`src/rtl/wb_queue_pkg.sv`:
```
// Shared writeback types: writeback-source select, per-entry state and the
// queue entry record used by wb_queue and wb_load_align.
package rv32i_types;

  localparam int XLEN_MAX = 64;

  typedef enum logic [3:0] {
    WB_ALU = 4'd0,
    WB_BR  = 4'd1,
    WB_PC4 = 4'd2,
    WB_LW  = 4'd3,
    WB_LH  = 4'd4,
    WB_LHU = 4'd5,
    WB_LB  = 4'd6,
    WB_LBU = 4'd7,
    WB_LD  = 4'd8,
    WB_LWU = 4'd9
  } wbmux_sel_t;

  typedef enum logic [1:0] {
    ST_FREE  = 2'd0,
    ST_WAIT  = 2'd1,
    ST_READY = 2'd2
  } entry_state_t;

  // data/pc are sized for the widest datapath; narrower builds use the low bits
  typedef struct packed {
    entry_state_t          state;
    wbmux_sel_t            wb_sel;
    logic [4:0]            rd;
    logic [2:0]            addr_lo;
    logic [XLEN_MAX-1:0]   data;
    logic [XLEN_MAX-1:0]   pc;
    logic                  misalign;
  } wb_entry_t;

  function automatic logic is_load(input wbmux_sel_t sel, input logic wide);
    logic res;
    case (sel)
      WB_LW, WB_LH, WB_LHU, WB_LB, WB_LBU: res = 1'b1;
      WB_LD, WB_LWU:                       res = wide;
      default:                             res = 1'b0;
    endcase
    return res;
  endfunction

endpackage

```
`src/rtl/wb_queue_if.sv`:
```
// Allocation, load-response and register-file writeback bundle of wb_queue.
// master = the pipeline side driving allocations/responses, slave = the queue.
interface wb_queue_if
  import rv32i_types::*;
#(
  parameter int XLEN  = 32,
  parameter int DEPTH = 4
);
  localparam int TAGW = $clog2(DEPTH);

  logic            alloc_valid;
  logic            alloc_ready;
  wbmux_sel_t      alloc_wb_sel;
  logic [4:0]      alloc_rd;
  logic [XLEN-1:0] alloc_alu_out;
  logic            alloc_br_en;
  logic [XLEN-1:0] alloc_pc;
  logic [TAGW-1:0] alloc_tag;

  logic            resp_valid;
  logic [TAGW-1:0] resp_tag;
  logic [XLEN-1:0] resp_rdata;

  logic            rf_we;
  logic [4:0]      rf_rd;
  logic [XLEN-1:0] rf_wdata;
  logic [XLEN-1:0] wb_pc;
  logic            misalign_err;
  logic [TAGW:0]   count;

  modport master (
    output alloc_valid, alloc_wb_sel, alloc_rd, alloc_alu_out, alloc_br_en, alloc_pc,
    output resp_valid, resp_tag, resp_rdata,
    input  alloc_ready, alloc_tag, rf_we, rf_rd, rf_wdata, wb_pc, misalign_err, count
  );

  modport slave (
    input  alloc_valid, alloc_wb_sel, alloc_rd, alloc_alu_out, alloc_br_en, alloc_pc,
    input  resp_valid, resp_tag, resp_rdata,
    output alloc_ready, alloc_tag, rf_we, rf_rd, rf_wdata, wb_pc, misalign_err, count
  );

endinterface

```
`src/rtl/wb_load_align.sv`:
```
// Combinational load extraction: shifts the response word by the byte offset,
// sign/zero-extends per load type and flags misaligned accesses.
module wb_load_align
  import rv32i_types::*;
#(
  parameter int XLEN = 32
) (
  input  wbmux_sel_t      wb_sel,
  input  logic [2:0]      addr_lo,
  input  logic [XLEN-1:0] rdata,
  output logic [XLEN-1:0] data,
  output logic            misalign
);
  localparam int OFFW = $clog2(XLEN / 8);

  logic [XLEN-1:0] shifted_s;

  assign shifted_s = rdata >> {addr_lo[OFFW-1:0], 3'b000};

  // Extend the selected lane and check natural alignment
  always_comb begin
    data     = rdata;
    misalign = 1'b0;
    case (wb_sel)
      WB_LB:  data = XLEN'($signed(shifted_s[7:0]));
      WB_LBU: data = XLEN'(shifted_s[7:0]);
      WB_LH: begin
        data     = XLEN'($signed(shifted_s[15:0]));
        misalign = addr_lo[0];
      end
      WB_LHU: begin
        data     = XLEN'(shifted_s[15:0]);
        misalign = addr_lo[0];
      end
      WB_LW: begin
        data     = XLEN'($signed(shifted_s[31:0]));
        misalign = (addr_lo[1:0] != 2'b00);
      end
      WB_LWU: begin
        data     = XLEN'(shifted_s[31:0]);
        misalign = (addr_lo[1:0] != 2'b00);
      end
      WB_LD: begin
        data     = shifted_s;
        misalign = (addr_lo != 3'b000);
      end
      default: begin
        data     = rdata;
        misalign = 1'b0;
      end
    endcase
  end

endmodule

```
`src/rtl/wb_queue.sv`:
```
// In-order writeback queue: entries wait for load data, then retire one per
// cycle from the head into registered register-file write outputs.
module wb_queue
  import rv32i_types::*;
#(
  parameter int XLEN  = 32,
  parameter int DEPTH = 4
) (
  input  logic       clk,
  input  logic       rst,
  input  logic       flush,
  wb_queue_if.slave  bus
);
  localparam int TAGW = $clog2(DEPTH);
  localparam logic [TAGW:0] DEPTH_C = (TAGW + 1)'(DEPTH);
  localparam logic WIDE = (XLEN == 64);

  wb_entry_t       entries_r   [DEPTH];
  wb_entry_t       entries_n_s [DEPTH];
  wb_entry_t       new_e_s;
  logic [TAGW-1:0] head_r, head_n_s, tail_r, tail_n_s;
  logic [TAGW:0]   count_r, count_n_s;
  logic            alloc_fire_s, retire_s, resp_hit_s;
  logic            ret_mis_s, ret_wr_s;
  logic [XLEN-1:0] ld_data_s;
  logic            ld_mis_s;

  logic            rf_we_r, misalign_err_r;
  logic [4:0]      rf_rd_r;
  logic [XLEN-1:0] rf_wdata_r, wb_pc_r;

  assign bus.alloc_ready  = (count_r < DEPTH_C) && !flush;
  assign bus.alloc_tag    = tail_r;
  assign bus.count        = count_r;
  assign bus.rf_we        = rf_we_r;
  assign bus.rf_rd        = rf_rd_r;
  assign bus.rf_wdata     = rf_wdata_r;
  assign bus.wb_pc        = wb_pc_r;
  assign bus.misalign_err = misalign_err_r;

  assign alloc_fire_s = bus.alloc_valid && bus.alloc_ready;
  assign resp_hit_s   = bus.resp_valid && !flush && (entries_r[bus.resp_tag].state == ST_WAIT);
  assign retire_s     = !flush && (entries_r[head_r].state == ST_READY);
  assign ret_mis_s    = entries_r[head_r].misalign;
  assign ret_wr_s     = retire_s && !ret_mis_s && (entries_r[head_r].rd != 5'd0);

  wb_load_align #(.XLEN(XLEN)) u_align (
    .wb_sel   (entries_r[bus.resp_tag].wb_sel),
    .addr_lo  (entries_r[bus.resp_tag].addr_lo),
    .rdata    (bus.resp_rdata),
    .data     (ld_data_s),
    .misalign (ld_mis_s)
  );

  // Build the entry for an incoming allocation
  always_comb begin
    new_e_s         = '0;
    new_e_s.wb_sel  = bus.alloc_wb_sel;
    new_e_s.rd      = bus.alloc_rd;
    new_e_s.addr_lo = bus.alloc_alu_out[2:0];
    new_e_s.pc      = XLEN_MAX'(bus.alloc_pc);
    if (is_load(bus.alloc_wb_sel, WIDE)) begin
      new_e_s.state = ST_WAIT;
    end else begin
      new_e_s.state = ST_READY;
      case (bus.alloc_wb_sel)
        WB_BR:   new_e_s.data = XLEN_MAX'(bus.alloc_br_en);
        WB_PC4:  new_e_s.data = XLEN_MAX'(bus.alloc_pc + XLEN'(3'd4));
        default: new_e_s.data = XLEN_MAX'(bus.alloc_alu_out);
      endcase
    end
  end

  // Next queue state: flush, response fill, head retire, tail allocate
  always_comb begin
    entries_n_s = entries_r;
    head_n_s    = head_r;
    tail_n_s    = tail_r;
    count_n_s   = count_r;
    if (flush) begin
      for (int i = 0; i < DEPTH; i++) begin
        entries_n_s[i] = '0;
      end
      head_n_s  = '0;
      tail_n_s  = '0;
      count_n_s = '0;
    end else begin
      if (resp_hit_s) begin
        entries_n_s[bus.resp_tag].state    = ST_READY;
        entries_n_s[bus.resp_tag].data     = XLEN_MAX'(ld_data_s);
        entries_n_s[bus.resp_tag].misalign = ld_mis_s;
      end
      if (retire_s) begin
        entries_n_s[head_r] = '0;
        head_n_s            = head_r + 1'b1;
      end
      if (alloc_fire_s) begin
        entries_n_s[tail_r] = new_e_s;
        tail_n_s            = tail_r + 1'b1;
      end
      count_n_s = count_r + (TAGW + 1)'(alloc_fire_s) - (TAGW + 1)'(retire_s);
    end
  end

  // Queue state registers
  always_ff @(posedge clk or negedge rst) begin
    if (!rst) begin
      for (int i = 0; i < DEPTH; i++) begin
        entries_r[i] <= '0;
      end
      head_r  <= '0;
      tail_r  <= '0;
      count_r <= '0;
    end else begin
      entries_r <= entries_n_s;
      head_r    <= head_n_s;
      tail_r    <= tail_n_s;
      count_r   <= count_n_s;
    end
  end

  // Registered writeback; data outputs only move on an actual write
  always_ff @(posedge clk or negedge rst) begin
    if (!rst) begin
      rf_we_r        <= 1'b0;
      misalign_err_r <= 1'b0;
      rf_rd_r        <= 5'd0;
      rf_wdata_r     <= '0;
      wb_pc_r        <= '0;
    end else begin
      rf_we_r        <= ret_wr_s;
      misalign_err_r <= retire_s && ret_mis_s;
      if (ret_wr_s) begin
        rf_rd_r    <= entries_r[head_r].rd;
        rf_wdata_r <= XLEN'(entries_r[head_r].data);
        wb_pc_r    <= XLEN'(entries_r[head_r].pc);
      end else begin
        rf_rd_r    <= rf_rd_r;
        rf_wdata_r <= rf_wdata_r;
        wb_pc_r    <= wb_pc_r;
      end
    end
  end

endmodule
```
`src/flat_wrapper.sv`:
```
// flat-port wrapper written by rule: the top's interface ports become plain ports
module wb_queue_flat import rv32i_types::*;
#(
  parameter int XLEN  = 32,
  parameter int DEPTH = 4
)
  (clk, rst, flush, bus_alloc_valid, bus_alloc_wb_sel, bus_alloc_rd, bus_alloc_alu_out, bus_alloc_br_en, bus_alloc_pc, bus_resp_valid, bus_resp_tag, bus_resp_rdata, bus_alloc_ready, bus_alloc_tag, bus_rf_we, bus_rf_rd, bus_rf_wdata, bus_wb_pc, bus_misalign_err, bus_count);
  wb_queue_if #(.XLEN(XLEN), .DEPTH(DEPTH)) bus_i ();
  input  logic clk;
  input  logic rst;
  input  logic flush;
  input wire logic [$bits(bus_i.alloc_valid)-1:0] bus_alloc_valid;
  input wire logic [$bits(bus_i.alloc_wb_sel)-1:0] bus_alloc_wb_sel;
  input wire logic [$bits(bus_i.alloc_rd)-1:0] bus_alloc_rd;
  input wire logic [$bits(bus_i.alloc_alu_out)-1:0] bus_alloc_alu_out;
  input wire logic [$bits(bus_i.alloc_br_en)-1:0] bus_alloc_br_en;
  input wire logic [$bits(bus_i.alloc_pc)-1:0] bus_alloc_pc;
  input wire logic [$bits(bus_i.resp_valid)-1:0] bus_resp_valid;
  input wire logic [$bits(bus_i.resp_tag)-1:0] bus_resp_tag;
  input wire logic [$bits(bus_i.resp_rdata)-1:0] bus_resp_rdata;
  output wire logic [$bits(bus_i.alloc_ready)-1:0] bus_alloc_ready;
  output wire logic [$bits(bus_i.alloc_tag)-1:0] bus_alloc_tag;
  output wire logic [$bits(bus_i.rf_we)-1:0] bus_rf_we;
  output wire logic [$bits(bus_i.rf_rd)-1:0] bus_rf_rd;
  output wire logic [$bits(bus_i.rf_wdata)-1:0] bus_rf_wdata;
  output wire logic [$bits(bus_i.wb_pc)-1:0] bus_wb_pc;
  output wire logic [$bits(bus_i.misalign_err)-1:0] bus_misalign_err;
  output wire logic [$bits(bus_i.count)-1:0] bus_count;
  assign bus_i.alloc_valid = bus_alloc_valid;
  assign bus_i.alloc_wb_sel = bus_alloc_wb_sel;
  assign bus_i.alloc_rd = bus_alloc_rd;
  assign bus_i.alloc_alu_out = bus_alloc_alu_out;
  assign bus_i.alloc_br_en = bus_alloc_br_en;
  assign bus_i.alloc_pc = bus_alloc_pc;
  assign bus_i.resp_valid = bus_resp_valid;
  assign bus_i.resp_tag = bus_resp_tag;
  assign bus_i.resp_rdata = bus_resp_rdata;
  assign bus_alloc_ready = bus_i.alloc_ready;
  assign bus_alloc_tag = bus_i.alloc_tag;
  assign bus_rf_we = bus_i.rf_we;
  assign bus_rf_rd = bus_i.rf_rd;
  assign bus_rf_wdata = bus_i.rf_wdata;
  assign bus_wb_pc = bus_i.wb_pc;
  assign bus_misalign_err = bus_i.misalign_err;
  assign bus_count = bus_i.count;
  wb_queue #(.XLEN(XLEN), .DEPTH(DEPTH)) u_core (.clk(clk), .rst(rst), .flush(flush), .bus(bus_i));
endmodule
```
`config.mk`:
```
export PLATFORM = sky130hd
export DESIGN_NAME = wb_queue_flat
export DESIGN_NICKNAME = d
export VERILOG_FILES = /design/src/rtl/wb_queue_pkg.sv /design/src/rtl/wb_queue_if.sv /design/src/rtl/wb_load_align.sv /design/src/rtl/wb_queue.sv /design/src/flat_wrapper.sv
export SDC_FILE = /design/constraint.sdc
export NUM_CORES = 1
export LEC_CHECK = 0
export BUFFER_PORTS_ARGS = -buffer_cell sky130_fd_sc_hd__buf_2
export CORE_UTILIZATION = 60
export DETAILED_ROUTE_END_ITERATION = 12
export PLACE_DENSITY_LB_ADDON = 0.05
export SYNTH_ARGS = -nofsm -noshare
export SYNTH_HDL_FRONTEND = slang
export SYNTH_HIERARCHICAL = 1
export SYNTH_SLANG_ARGS = --single-unit
```
`constraint.sdc`:
```
create_clock -name clk -period 5.8 [get_ports clk]
set_clock_uncertainty 0.2 [all_clocks]
set_input_delay 0.29 -clock clk [delete_from_list [all_inputs] [get_ports clk]]
set_output_delay 0.29 -clock clk [all_outputs]
set_load 0.1 [all_outputs]
```
======== After elaboration in Yosys (flattened, before gate mapping) ========
Index checks and enable logic that the tools add are counted.
Widths: inputs -> output; s select.
storage, ports and cells
  output and inout bits ................... 77
  input port bits ......................... 113
  register bits after elaboration ......... 650
cells by class
  equality and inequality tests ........... 16
  shift operators ......................... 1
  reductions and logical operators ........ 22
  add/subtract/negate cells ............... 5
  magnitude comparators ................... 7
  muxes and demuxes ....................... 37
  bitwise gates (word level) .............. 5
operators with widths
  operator               count
  $mux 572               6
  $bwmux 572             4
  $demux 143 s2          5
  $mux 143               7
  $and 572x572->572      1
  $bmux 143 s2           2
  $not 572->572          1
  $pmux 32 s5            1
  $mux 129               1
  $pmux 64 s2            1
  $mux 64                1
  $add 32x3->33 const B  1
  $eq 4x3->1 const B     8
  $shr 32x5->32          1
  $eq 4x2->1 const B     3
  $logic_and 1x1->1      11
  $mux 2                 5
  $ge 3x3->1 const B     3
  $lt 3x1->1 const B     3
  $not 2->3              3
  $eq 4x4->1 const B     2
  $reduce_bool 2->1      3
  $reduce_bool 5->1      1
  $reduce_or 5->1        1
  other kinds (14)       18

======== Logic depth before layout (Yosys ltp) ========
Gate-level depths: netlist (run 1).
  depth in word-level cells ............... 17
  mapped depth ............................ 12
  depth with buffers taken out ............ 10

======== Hierarchy ========
The synthesis (run 1) kept the hierarchy.
by module, submodules not included
  module         cells each  area an instance (um2)  sequential area each (um2)  instances
  wb_queue       1,530       19,537.5                9,859.5                     1
  wb_load_align  149         992.2                   0.0                         1

======== Worst setup path before layout (run 1) ========
Ideal clock, no wire load.
  path type ............................... flip-flop to flip-flop
  from .................................... register u_core.count_r[2] (netlist: u_core/bus.count[2])
  to ...................................... register u_core.count_r[2] (netlist: u_core/bus.count[2])
  library setup time ...................... 132 ps
  data arrival time ....................... 2,708 ps
  buffers on the path ..................... 1
  path slack .............................. 2,760 ps
  data required time ...................... 5,468 ps
  cell stages (with the launch flop) ...... 11
  period minus slack after synthesis ...... 3,040 ps
  cell sequence ........................... dfrtp_1 clkbuf_1 nor3b_1 inv_1 ha_1 inv_1 ha_1 inv_1 fa_1 xnor2_1 nor2_1
between the ends
  word-level cells in the longest chain between the ends .. 6
ends and longest elaborated chain
  element                        line             RTL
  from (decl)                    wb_queue.sv:22   logic [TAGW:0] count_r, count_n_s;
  from (signal assigned)         wb_queue.sv:118  count_r <= count_n_s;
  $lt 3x3->1                     wb_queue.sv:32   assign bus.alloc_ready = (count_r < DEPTH_C) && !flush;
  $logic_and 1x1->1              wb_queue.sv:32
  $logic_and 1x1->1              wb_queue.sv:41   assign alloc_fire_s = bus.alloc_valid && bus.alloc_ready;
  $add 3x1->3 *                  wb_queue.sv:101  count_n_s = count_r + (TAGW + 1)'(alloc_fire_s) - (TAGW + 1)'(retire_s);
  $sub 3x1->3 *                  wb_queue.sv:101
  $mux 3 *                       wb_queue.sv:80   if (flush) begin
  named net u_core.count_n_s[2]  wb_queue.sv:22
The timed path passes the listed nets; every way through them passes the cells marked *.
A chain may end at the register's enable or synchronous reset.

======== Worst setup path in the final report (run 1) ========
  from .................................... register u_core.head_r[1]
  to ...................................... register u_core.rf_wdata_r[22] (netlist: u_core/bus.rf_wdata[22])
between the ends
  word-level cells in the longest chain between the ends .. 8
  elaborated cells between the ends (all ways) .. 10
  those cells by class .................... 1 x eq/ne; 3 x mux; 1 x bitwise; 5 x reduce/logical
ends and longest elaborated chain
  element                                        line             RTL
  from (decl)                                    wb_queue.sv:21   logic [TAGW-1:0] head_r, head_n_s, tail_r, tail_n_s;
  from (signal assigned)                         wb_queue.sv:116  head_r <= head_n_s;
  $not 2->3 (implied by the code) *              --
  $bmux 143 s2 *                                 --
  $mux 143 (implied by the code) * (2 in a row)  wb_queue.sv:44   assign ret_mis_s = entries_r[head_r].misalign;
  $eq 2x2->1                                     wb_queue.sv:43   assign retire_s = !flush && (entries_r[head_r].state == ST_READY);
  $logic_and 1x1->1                              wb_queue.sv:43
  $logic_and 1x1->1 (2 in a row)                 wb_queue.sv:45   assign ret_wr_s = retire_s && !ret_mis_s && (entries_r[head_r].rd != 5'd0);
  to (signal assigned)                           wb_queue.sv:135  rf_wdata_r <= XLEN'(entries_r[head_r].data);
  to (signal assigned)                           wb_queue.sv:139  rf_wdata_r <= rf_wdata_r;
  to (decl)                                      wb_queue.sv:30   logic [XLEN-1:0] rf_wdata_r, wb_pc_r;
Mark *: on every way between the ends. The rest lies on a longest branch, timed or not. The select of a mux whose other input is x is not followed.

==> results of run 1 <==
## synth_stat cells (4+ instances only)
master	n	area, um2
dfrtp_1	394	9859
a22o_1	181	1585
mux2i_1	164	1642
clkbuf_1	98	367.9
nor2_1	86	322.8
nand2_1	84	315.3
mux4_2	79	1779
o22ai_1	67	419.2
mux2_4	64	960.9
nor2b_1	50	312.8
o221ai_1	41	359.1
buf_2	32	160.2
inv_1	30	112.6
nand3_1	24	120.1
a221o_1	22	220.2
nor3_1	22	110.1
o21ai_0	22	110.1
a21oi_1	16	80.08
buf_1	14	52.55
nand4_1	13	81.33
xnor2_1	13	113.9
buf_6	11	123.9
ha_1	11	137.6
a21o_1	10	75.07
a31oi_1	10	62.56
and2_1	9	56.30
xor2_1	9	78.83
and3_1	8	50.05
o221a_2	8	90.09
a22oi_1	7	52.55
a211o_1	4	35.03
a211oi_2	4	50.05
nor4_1	4	25.02
nor4bb_1	4	40.04
o211ai_1	4	30.03
o32a_1	4	40.04
or2_2	4	25.02
## state kept, by name, indices dropped and copies added (netlist names)
signal,count
u_core/bus.alloc_tag,2
u_core/bus.count,3
u_core/bus.misalign_err,1
u_core/bus.rf_rd,5
u_core/bus.rf_wdata,32
u_core/bus.rf_we,1
u_core/bus.wb_pc,32
u_core/entries_r,316
u_core/head_r,2
## cell families after synthesis
| family | synth area share, % |
|---|---|
| buf+inv | 3.980 |
| mux | 21.51 |
| compound gates | 16.55 |
| flops | 48.03 |
| simple gates | 8.228 |
| fa+ha+maj | 0.7679 |
| xor+xnor | 0.9386 |
## report_power, final
| group | internal (mW) | switching [mW] | leakage (nW) |
|---|---|---|---|
| registers | 3.00 | 0.170 | 5.44 |
| logic | 0.638 | 1.60 | 4.87 |
| clock network | 1.63 | 1.09 | 0.690 |
## layer usage
metal	global-route usage, %	up-vias	routed length, um
li1	-	6769	-
met1	51.96	8128	25660
met2	55.94	906	28980
met3	6.417	164	5646
met4	15.16	0	2489
met5	0	-	0
## cell type report
class	count	area, um2
Multi-Input combinational cell	1100	9978
Sequential cell	394	9867
Fill cell	2435	9844
Timing Repair Buffer	284	1847
Clock buffer	68	1313
Tap cell	448	560.5
Inverter	30	112.6
Clock inverter	7	88.84
Antenna cell	2	5.005
## through the flow
stage / area [um2] / utilization, % / hold slack [ps] / setup slack [ps] / std cells
after floorplan: 20530 / - / -205.6 / 2760 / 1679
after global placement: 21750 / 64.72 / 149.3 / 1684 / 2195
after detailed placement: 21750 / 64.72 / 157.4 / 1653 / 2195
after CTS: 23770 / 70.70 / 4.408 / 1594 / 2331
after global routing: 23770 / 70.71 / 27.17 / 1426 / 2333
final: 23770 / 70.71 / 29.21 / 1586 / 2333
## timing repair
action	CTS	global route
hold buffers	61	0
hold endpoints to repair	200	0
resized for setup	0	0
## critical path: stages (launching register included)
cell and delay (ps):
dfrtp_4 990, inv_1 210, mux4_2 530, nor3b_1 240, buf_4 200, o21a_4 560
buf_4 690, mux2_4 360
## path summary, 6_finish.rpt
path	start	to	slack [ps]	cells after the start
max	u_core/head_r[1]	u_core/bus.rf_wdata[22]	1590	7
min reg2reg	u_core/entries_r[312]	u_core/entries_r[312]	300	1
min in group asynchronous	rst	u_core/bus.rf_wdata[19]	150	2
max in group asynchronous	rst	u_core/head_r[1]	3990	3
max reg2reg	u_core/head_r[1]	u_core/bus.rf_wdata[22]	1590	7
min	bus_alloc_valid	u_core/bus.alloc_tag[0]	30	4
## cells in the final DEF, fill, tap and decap left out, types with 20 or more instances in the layout
master         instances
nor3_1                21
mux2_4                64
nor2_1                86
a221o_1               22
o21ai_0               20
nor2b_1               50
o221ai_1              41
dfrtp_1              392
buf_2                188
nand3_1               23
clkbuf_16             45
dlygate4sd3_1         61
mux2i_1              164
buf_4                 32
o22ai_1               67
nand2_1               84
a22o_1               181
mux4_2                79
inv_1                 30
==> reports/qor.yml, run 1 <==
floorplan:
  rows: 67
  ioPinCount: 190
  initial_core_util_pct: 61.07
  dieArea_um2: 34960
  die_x_um: 187.0
  die_h_um: 187.0
  coreArea_um2: 33620
worst_hold_path:
  hold_class: "in2reg"
clock_network:
  clk_path_buf_depth: 3
  clk_pin_slew_worst_paths_ps: 60
  post_cts_buffers: 0
  cts_tree: "built"
  cts_buffers: 43
  clock_sink_count: 394
  worstSkewPairLatency_ps: 550
  root_buffer: "clkbuf_16"
  htree_levels: 2
sta:
  finalCritPeriodShare_pct: 72.65
  relSlewSlack_pct: 24.10
  clock.fmax_ghz: 0.2373
  finalSetupTns_ps: 0
  min_period_ps: 4214
  setup_viol: 0
  worst_pin_slew_ps: 1138
  slew_violations: 0
  rsz0062_at_grt: "false"
  hold_viol: 0
yosys:
  synthFlopType: "dfrtp_1"
  syn_inst: 1679
  synth_seq_area_share_pct: 48.03
  synthesis.area_um2: 20530
  synth_seq_cells: 394
  async_reset_ff_share_pct: 100.0
  synth-edff-count: 0
  ys_warn_count: 6
  avgSynthCellArea_um2: 12.23
  syn_nets: 1804
  synthDistinctLibCells: 67
finish:
  drive_gt1_share_pct: 25.07
  nets: 1978
  area_delta_synth_final_pct: 15.79
run:
  drv_cap: 0
setup_path:
  worstPathMaxFanout: 46
  end_kind: "flop"
  cp-start-kind: "flop"
  arrival_ps: 4430
  crit_required_ps: 6020
  crit_type: "reg2reg"
pwr:
  powerDensity_nw_per_um2: 341.9
  leakage_nw: 11.00
  peakVddDrop_mv: 0.4389
  power_mw: 8.127
place:
  gp_congestion: 0.9394
  port_buffers: 189
  dpl.hpwl_um: 39750
detailed_routing:
  totalWireLength_um: 62780
  viasPerCell: 6.844
  vias: 15970
  route.detailed.drc: 0
  wl_per_cell_um: 26.91
  dr.pass1.iters: 6
  final_antenna_net_count: 0
  first_iter_violations: 1653
global_route:
  grt-ovfl-total: 0
  grt_pass1_wl_um: 97720
  antenna_found_initial: 2
  track_usage_pct: 36.53
  first_global_vias: 16160
  grt_max_degree: 143
outcome:
  status: "finished, final reports clean"
No activity file was read; power rests on OpenSTA's default activity.
==> run 2, diff against run 1 <==
--- a/config.mk
+++ b/config.mk
@@ -6,7 +6,7 @@
 export NUM_CORES = 1
 export LEC_CHECK = 0
 export BUFFER_PORTS_ARGS = -buffer_cell sky130_fd_sc_hd__buf_2
-export CORE_UTILIZATION = 60
+export CORE_UTILIZATION = 54
 export DETAILED_ROUTE_END_ITERATION = 12
 export PLACE_DENSITY_LB_ADDON = 0.05
 export SYNTH_ARGS = -nofsm -noshare
==> constraint.sdc (replaced) <==
create_clock -name clk -period 3.6 [get_ports clk]
set_clock_uncertainty 0.2 [all_clocks]
set_input_delay 0.18 -clock clk [delete_from_list [all_inputs] [get_ports clk]]
set_output_delay 0.18 -clock clk [all_outputs]
set_load 0.1 [all_outputs]
==> reports/qor.yml, run 2 (synthesis gave the netlist of run 1 again) <==
outcome:
  status: "finished, final reports clean"
floorplan:
  initial_core_util_pct: 54.63
  die_x_um: 197.0
  ioPinCount: 190
  die_h_um: 197.0
  rows: 71
  dieArea_um2: 38800
  coreArea_um2: 37580
place:
  dpl.hpwl_um: 43490
  gp_congestion: 0.9023
  placed_area_um2: 22160
  port_buffers: 189
worst_hold_path:
  min_from: "bus_resp_rdata[25]"
  min_path_cells: 4
  hold_class: "in2reg"
  hold_path_end: "u_core/entries_r[519]"
detailed_routing:
  route.detailed.drc: 0
  viasPerCell: 6.583
  totalWireLength_um: 66790
  vias: 16150
  wl_per_cell_um: 27.23
  dr.pass1.iters: 6
  final_antenna_net_count: 0
  first_iter_violations: 1641
sta:
  worst_pin_slew_ps: 1175
  setup_viol: 0
  min_period_ps: 3470
  slew_violations: 0
  clock.fmax_ghz: 0.2882
  hold_ws_ps: 17.85
  hold_viol: 0
  relSlewSlack_pct: 21.02
  rsz0062_at_grt: "false"
  finalSetupTns_ps: 0
  finalCritPeriodShare_pct: 96.39
setup_path:
  worstPathMaxFanout: 16
  r2r_start: "u_core/entries_r[129]"
  rr_endpoint: "u_core/entries_r[378]"
  crit_type: "reg2reg"
  end_kind: "flop"
  arrival_ps: 3790
  crit_required_ps: 3920
  rr_worst_depth: 9
  rrSetupSlack_ps: 130
  cp-start-kind: "flop"
clock_network:
  clk_pin_slew_worst_paths_ps: 60
  clk_path_buf_depth: 3
  postCtsResizedCells: 0
  root_buffer: "clkbuf_16"
  htree_levels: 2
  clock_sink_count: 394
  cts_tree: "built"
  cts_buffers: 44
  worstSkewPairLatency_ps: 580
finish:
  regMostFlops: "u_core/entries_r"
  final_common_cell: "dfrtp_1"
  utilization_pct: 65.17
  final_cell_mix: "dfrtp_1, buf_2, a22o_1"
  finalInstanceArea_um2: 24490
  drive_gt1_share_pct: 26.35
  nets: 2032
  largest_register_ffs: 316
  area_delta_synth_final_pct: 19.28
global_route:
  first_global_vias: 16240
  grt_pass1_wl_um: 101800
  antenna_found_initial: 2
  grt_max_degree: 98
  track_usage_pct: 34.91
  grt-ovfl-total: 0
pwr:
  power_mw: 13.52
  leakage_nw: 11.35
  powerDensity_nw_per_um2: 551.9
  peakVddDrop_mv: 0.4531
run:
  drv_cap: 0
-- run 2: changes by cell type in the layout (fill, tap and decap cells not counted), sizes merged --
cell         delta
dlygate4sd3    +18
inv             -1
clkbuf          +3
clkinv          +1
diode           +1
buf            +35
-- run 2: worst max-delay path by stage --
stage / startpoint / endpoint / slack, ps / cells after the start
2_1_floorplan: u_core/bus.count[2] / u_core/bus.count[2] / 560 / 10
3_3_place_gp: bus_resp_tag[0] / u_core/entries_r[512] / 350 / 8
3_5_place_dp: bus_resp_tag[0] / u_core/entries_r[226] / 310 / 8
4_1_cts: u_core/entries_r[129] / u_core/entries_r[378] / 200 / 9
5_1_grt: u_core/entries_r[139] / u_core/entries_r[502] / 10 / 9
6_report: u_core/entries_r[129] / u_core/entries_r[378] / 130 / 9
-- run 2: report_power, final --
| part | leakage (nW) | switching (mW) | internal (mW) | total (mW) |
|---|---|---|---|---|
| Clock | 0.761 | 1.85 | 2.86 | 4.70 |
| Sequential | 5.44 | 0.266 | 4.83 | 5.10 |
| Combinational | 5.15 | 2.63 | 1.09 | 3.72 |
| Total | 11.4 | 4.74 | 8.78 | 13.5 |
-- run 2: repair_timing --
| action | CTS | global route |
|---|---|---|
| hold buffers | 79 | 0 |
| hold endpoints to repair | 374 | 0 |
| setup buffers | 0 | 0 |
-- run 2: per-stage QoR --
step	cells	worst slack (ps)
floorplan	1679	560.1
global placement	2293	352.4
CTS	2450	204.2
global route	2451	11.84
finish	2453	129.8
detailed placement	2293	305.5
-- run 2: layer usage --
layer,global-route usage (%),vias to the layer above,part of all wire [%]
met3,7.290,145,9.3
li1,-,6891,-
met4,11.74,0,3.1
met2,52.39,864,45
met1,50.60,8249,43
met5,0,-,0
-- run 2: cell type report --
class,count,area [um2]
clock inverters,7,96.34
repair buffers,337,2365
clock buffers,71,1435
diodes,3,7.507
flip-flops and latches,394,9867
fillers,2919,13090
well taps,511,639.4
multi-input cells,1100,9966
inverters,30,112.6
-- run 2: worst max-delay path, stage by stage, from the launching register on --
cell and delay, ps:
dfrtp_1 390, mux4_2 620, nand2b_1 220, mux4_2 500
nor3_4 120, buf_4 270, a21o_1 210, mux2i_1 100
o221ai_1 200, dlygate4sd3_1 570
==> run 3, diff against run 2 <==
--- a/config.mk
+++ b/config.mk
@@ -5,8 +5,9 @@
 export SDC_FILE = /design/constraint.sdc
 export NUM_CORES = 1
 export LEC_CHECK = 0
+export ABC_AREA = 1
 export BUFFER_PORTS_ARGS = -buffer_cell sky130_fd_sc_hd__buf_2
-export CORE_UTILIZATION = 54
+export CORE_UTILIZATION = 55
 export DETAILED_ROUTE_END_ITERATION = 12
 export PLACE_DENSITY_LB_ADDON = 0.05
 export SYNTH_ARGS = -nofsm -noshare
==> reports/qor.yml, run 3 <==
outcome:
  status: "finished, final reports clean"
worst_hold_path:
  min_path_cells: 5
  hold_path_end: "u_core/entries_r[68]"
  hold_class: "in2reg"
  min_from: "bus_alloc_alu_out[3]"
detailed_routing:
  totalWireLength_um: 89150
  final_antenna_net_count: 0
  first_iter_violations: 3408
  dr.pass1.iters: 7
  vias: 25010
  viasPerCell: 6.067
  route.detailed.drc: 0
  wl_per_cell_um: 21.63
yosys:
  syn_inst: 3425
  syn_nets: 3550
  yosysTopAreaCellShare_pct: 41.83
  ys_warn_count: 6
  synthDistinctLibCells: 46
  synthTopCellsByArea: "dfrtp_1, nand2_1, o21ai_0, nand3_1, inv_1"
  avgSynthCellArea_um2: 6.881
  synth-edff-count: 0
  yosysTopAreaCell: "dfrtp_1"
  async_reset_ff_share_pct: 100.0
  synth_seq_area_share_pct: 41.83
  synth_seq_cells: 394
  synthFlopType: "dfrtp_1"
  synthTopCellsByCount: "nand2_1, o21ai_0, nand3_1, dfrtp_1, inv_1"
  synthesis.area_um2: 23570
  synth_most_common_cell: "nand2_1"
finish:
  regMostFlops: "u_core/entries_r"
  drive_gt1_share_pct: 10.77
  nets: 3676
  n_antenna_cell: 0
  largest_register_ffs: 316
  final_common_cell: "nand2_1"
  area_delta_synth_final_pct: 14.36
  final_cell_mix: "nand2_1, o21ai_0, nand3_1"
  utilization_pct: 63.97
  final_cells: 4122
pwr:
  leakage_nw: 13.90
  powerDensity_nw_per_um2: 613.8
  peakVddDrop_mv: 0.8134
clock_network:
  post_cts_buffers: 0
  root_buffer: "clkbuf_16"
  clock_sink_count: 394
  htree_levels: 2
  clk_path_buf_depth: 3
  cts_buffers: 44
  worstSkewPairLatency_ps: 620
  clk_pin_slew_worst_paths_ps: 60
  cts_tree: "built"
setup_path:
  cp-start-kind: "flop"
  rr_endpoint: "u_core/entries_r[274]"
  end_kind: "flop"
  crit_chain: "clkinv_2 -> nand3_1 -> o211ai_2 -> nand2_1 -> nor2_2 -> a21oi_4 -> nand2_1 -> o22ai_1"
  rr_worst_depth: 8
  r2r_start: "u_core/head_r[0]"
  crit_required_ps: 3880
  crit_top_cell: "nand2_1"
  critPathMaxStageDelay_ps: 970
  worstPathMaxFanout: 33
  slowest_stage: "a21oi_4"
  arrival_ps: 3650
  crit_type: "reg2reg"
  rrSetupSlack_ps: 230
sta:
  finalSetupTns_ps: 0
  relSlewSlack_pct: 15.57
  hold_viol: 0
  slew_violations: 0
  clock.fmax_ghz: 0.2969
  rsz0062_at_grt: "false"
  min_period_ps: 3369
  setup_viol: 0
  worst_pin_slew_ps: 1264
  finalCritPeriodShare_pct: 93.57
  hold_ws_ps: 17.73
global_route:
  grt_pass1_wl_um: 137500
  grt-ovfl-total: 0
  first_global_vias: 23520
  track_usage_pct: 40.68
  antenna_found_initial: 1
  grt_max_degree: 103
place:
  gp_congestion: 0.9759
  placed_cells: 3975
  port_buffers: 189
  dpl.hpwl_um: 55860
floorplan:
  ioPinCount: 190
  coreArea_um2: 42130
  rows: 75
  initial_core_util_pct: 55.94
  die_h_um: 209.0
  dieArea_um2: 43690
  die_x_um: 209.0
run:
  drv_cap: 0
-- run 3: changes by cell type in the layout (fill, tap and decap cells not counted), moves of 18 or more --
| cell | previous run | this run |
|---|---|---|
| mux2i_1 | 164 | 19 |
| nand2_2 | 0 | 18 |
| o221ai_1 | 41 | 5 |
| a21oi_1 | 16 | 230 |
| mux2_4 | 64 | 0 |
| mux4_2 | 79 | 0 |
| nand2_1 | 84 | 963 |
| nor2_1 | 86 | 196 |
| nand3_1 | 23 | 421 |
| nor2b_1 | 50 | 0 |
| o21ai_0 | 20 | 426 |
| a221o_1 | 22 | 0 |
| inv_1 | 30 | 345 |
| a22o_1 | 181 | 1 |
-- run 3: per-stage QoR --
| stage | instance area (um2) | power, mW | worst slack [ps] |
|---|---|---|---|
| after floorplan | 23570 | 10.18 | 170.7 |
| after global placement | 24850 | 11.86 | 223.8 |
| after detailed placement | 24850 | 11.92 | 95.21 |
| after CTS | 26940 | 16.46 | 351.3 |
| after global routing | 26950 | 17.16 | 116.2 |
| final | 26950 | 16.55 | 231.5 |
-- run 3: final cells by class --
type | count | area, um2
fillers | 3745 | 15180
multi-input cells | 2431 | 11340
flip-flops and latches | 394 | 9867
repair buffers | 321 | 2310
inverters | 359 | 1351
clock buffers | 67 | 1277
well taps | 539 | 674.4
clock inverters | 11 | 136.4
-- run 3: worst max-delay path by stage --
stage	startpoint	slack, ps	endpoint
after floorplan	u_core/bus.count[2]	170	u_core/bus.count[2]
after global placement	bus_resp_tag[1]	220	u_core/entries_r[373]
after detailed placement	bus_resp_tag[1]	100	u_core/entries_r[372]
after CTS	u_core/head_r[0]	350	u_core/entries_r[273]
after global routing	u_core/head_r[0]	120	u_core/entries_r[274]
final	u_core/head_r[0]	230	u_core/entries_r[274]
-- run 3: repair_timing --
| item | 4_1_cts | 5_1_grt |
|---|---|---|
| resized for setup | 0 | 0 |
| hold endpoints to repair | 365 | 2 |
| hold buffers | 68 | 1 |
-- run 3: routing by layer --
layer | vias up | wire, um | global-route usage, %
met5 | - | 0 | 0
met4 | 0 | 3210 | 16.30
met3 | 202 | 10860 | 8.837
met2 | 1661 | 38060 | 58.76
met1 | 11780 | 37020 | 59.17
li1 | 11370 | - | -
-- run 3: cells by family after synthesis --
group,after synthesis,synth area share (%)
DFF,394,41.83
adders and majority gates,12,0.6689
and+or+nand+nor,1633,28.99
buffers and inverters,600,10.37
AOI/OAI and AO/OA,754,16.74
muxes,30,1.332
xor gates and xnor gates,2,0.07434
-- run 3: worst max-delay path: cells and delay by family, from the launching register on --
| kind | cells | cell delay, ps |
|---|---|---|
| compound gates | 3 | 1340 |
| buf+inv | 1 | 170 |
| flops | 1 | 660 |
| simple gates | 4 | 860 |
-- run 3: power by group --
| group | internal, mW | switching [mW] |
|---|---|---|
| logic | 1.27 | 5.32 |
| clock network | 2.54 | 1.94 |
| registers | 5.04 | 0.440 |
| total | 8.84 | 7.71 |
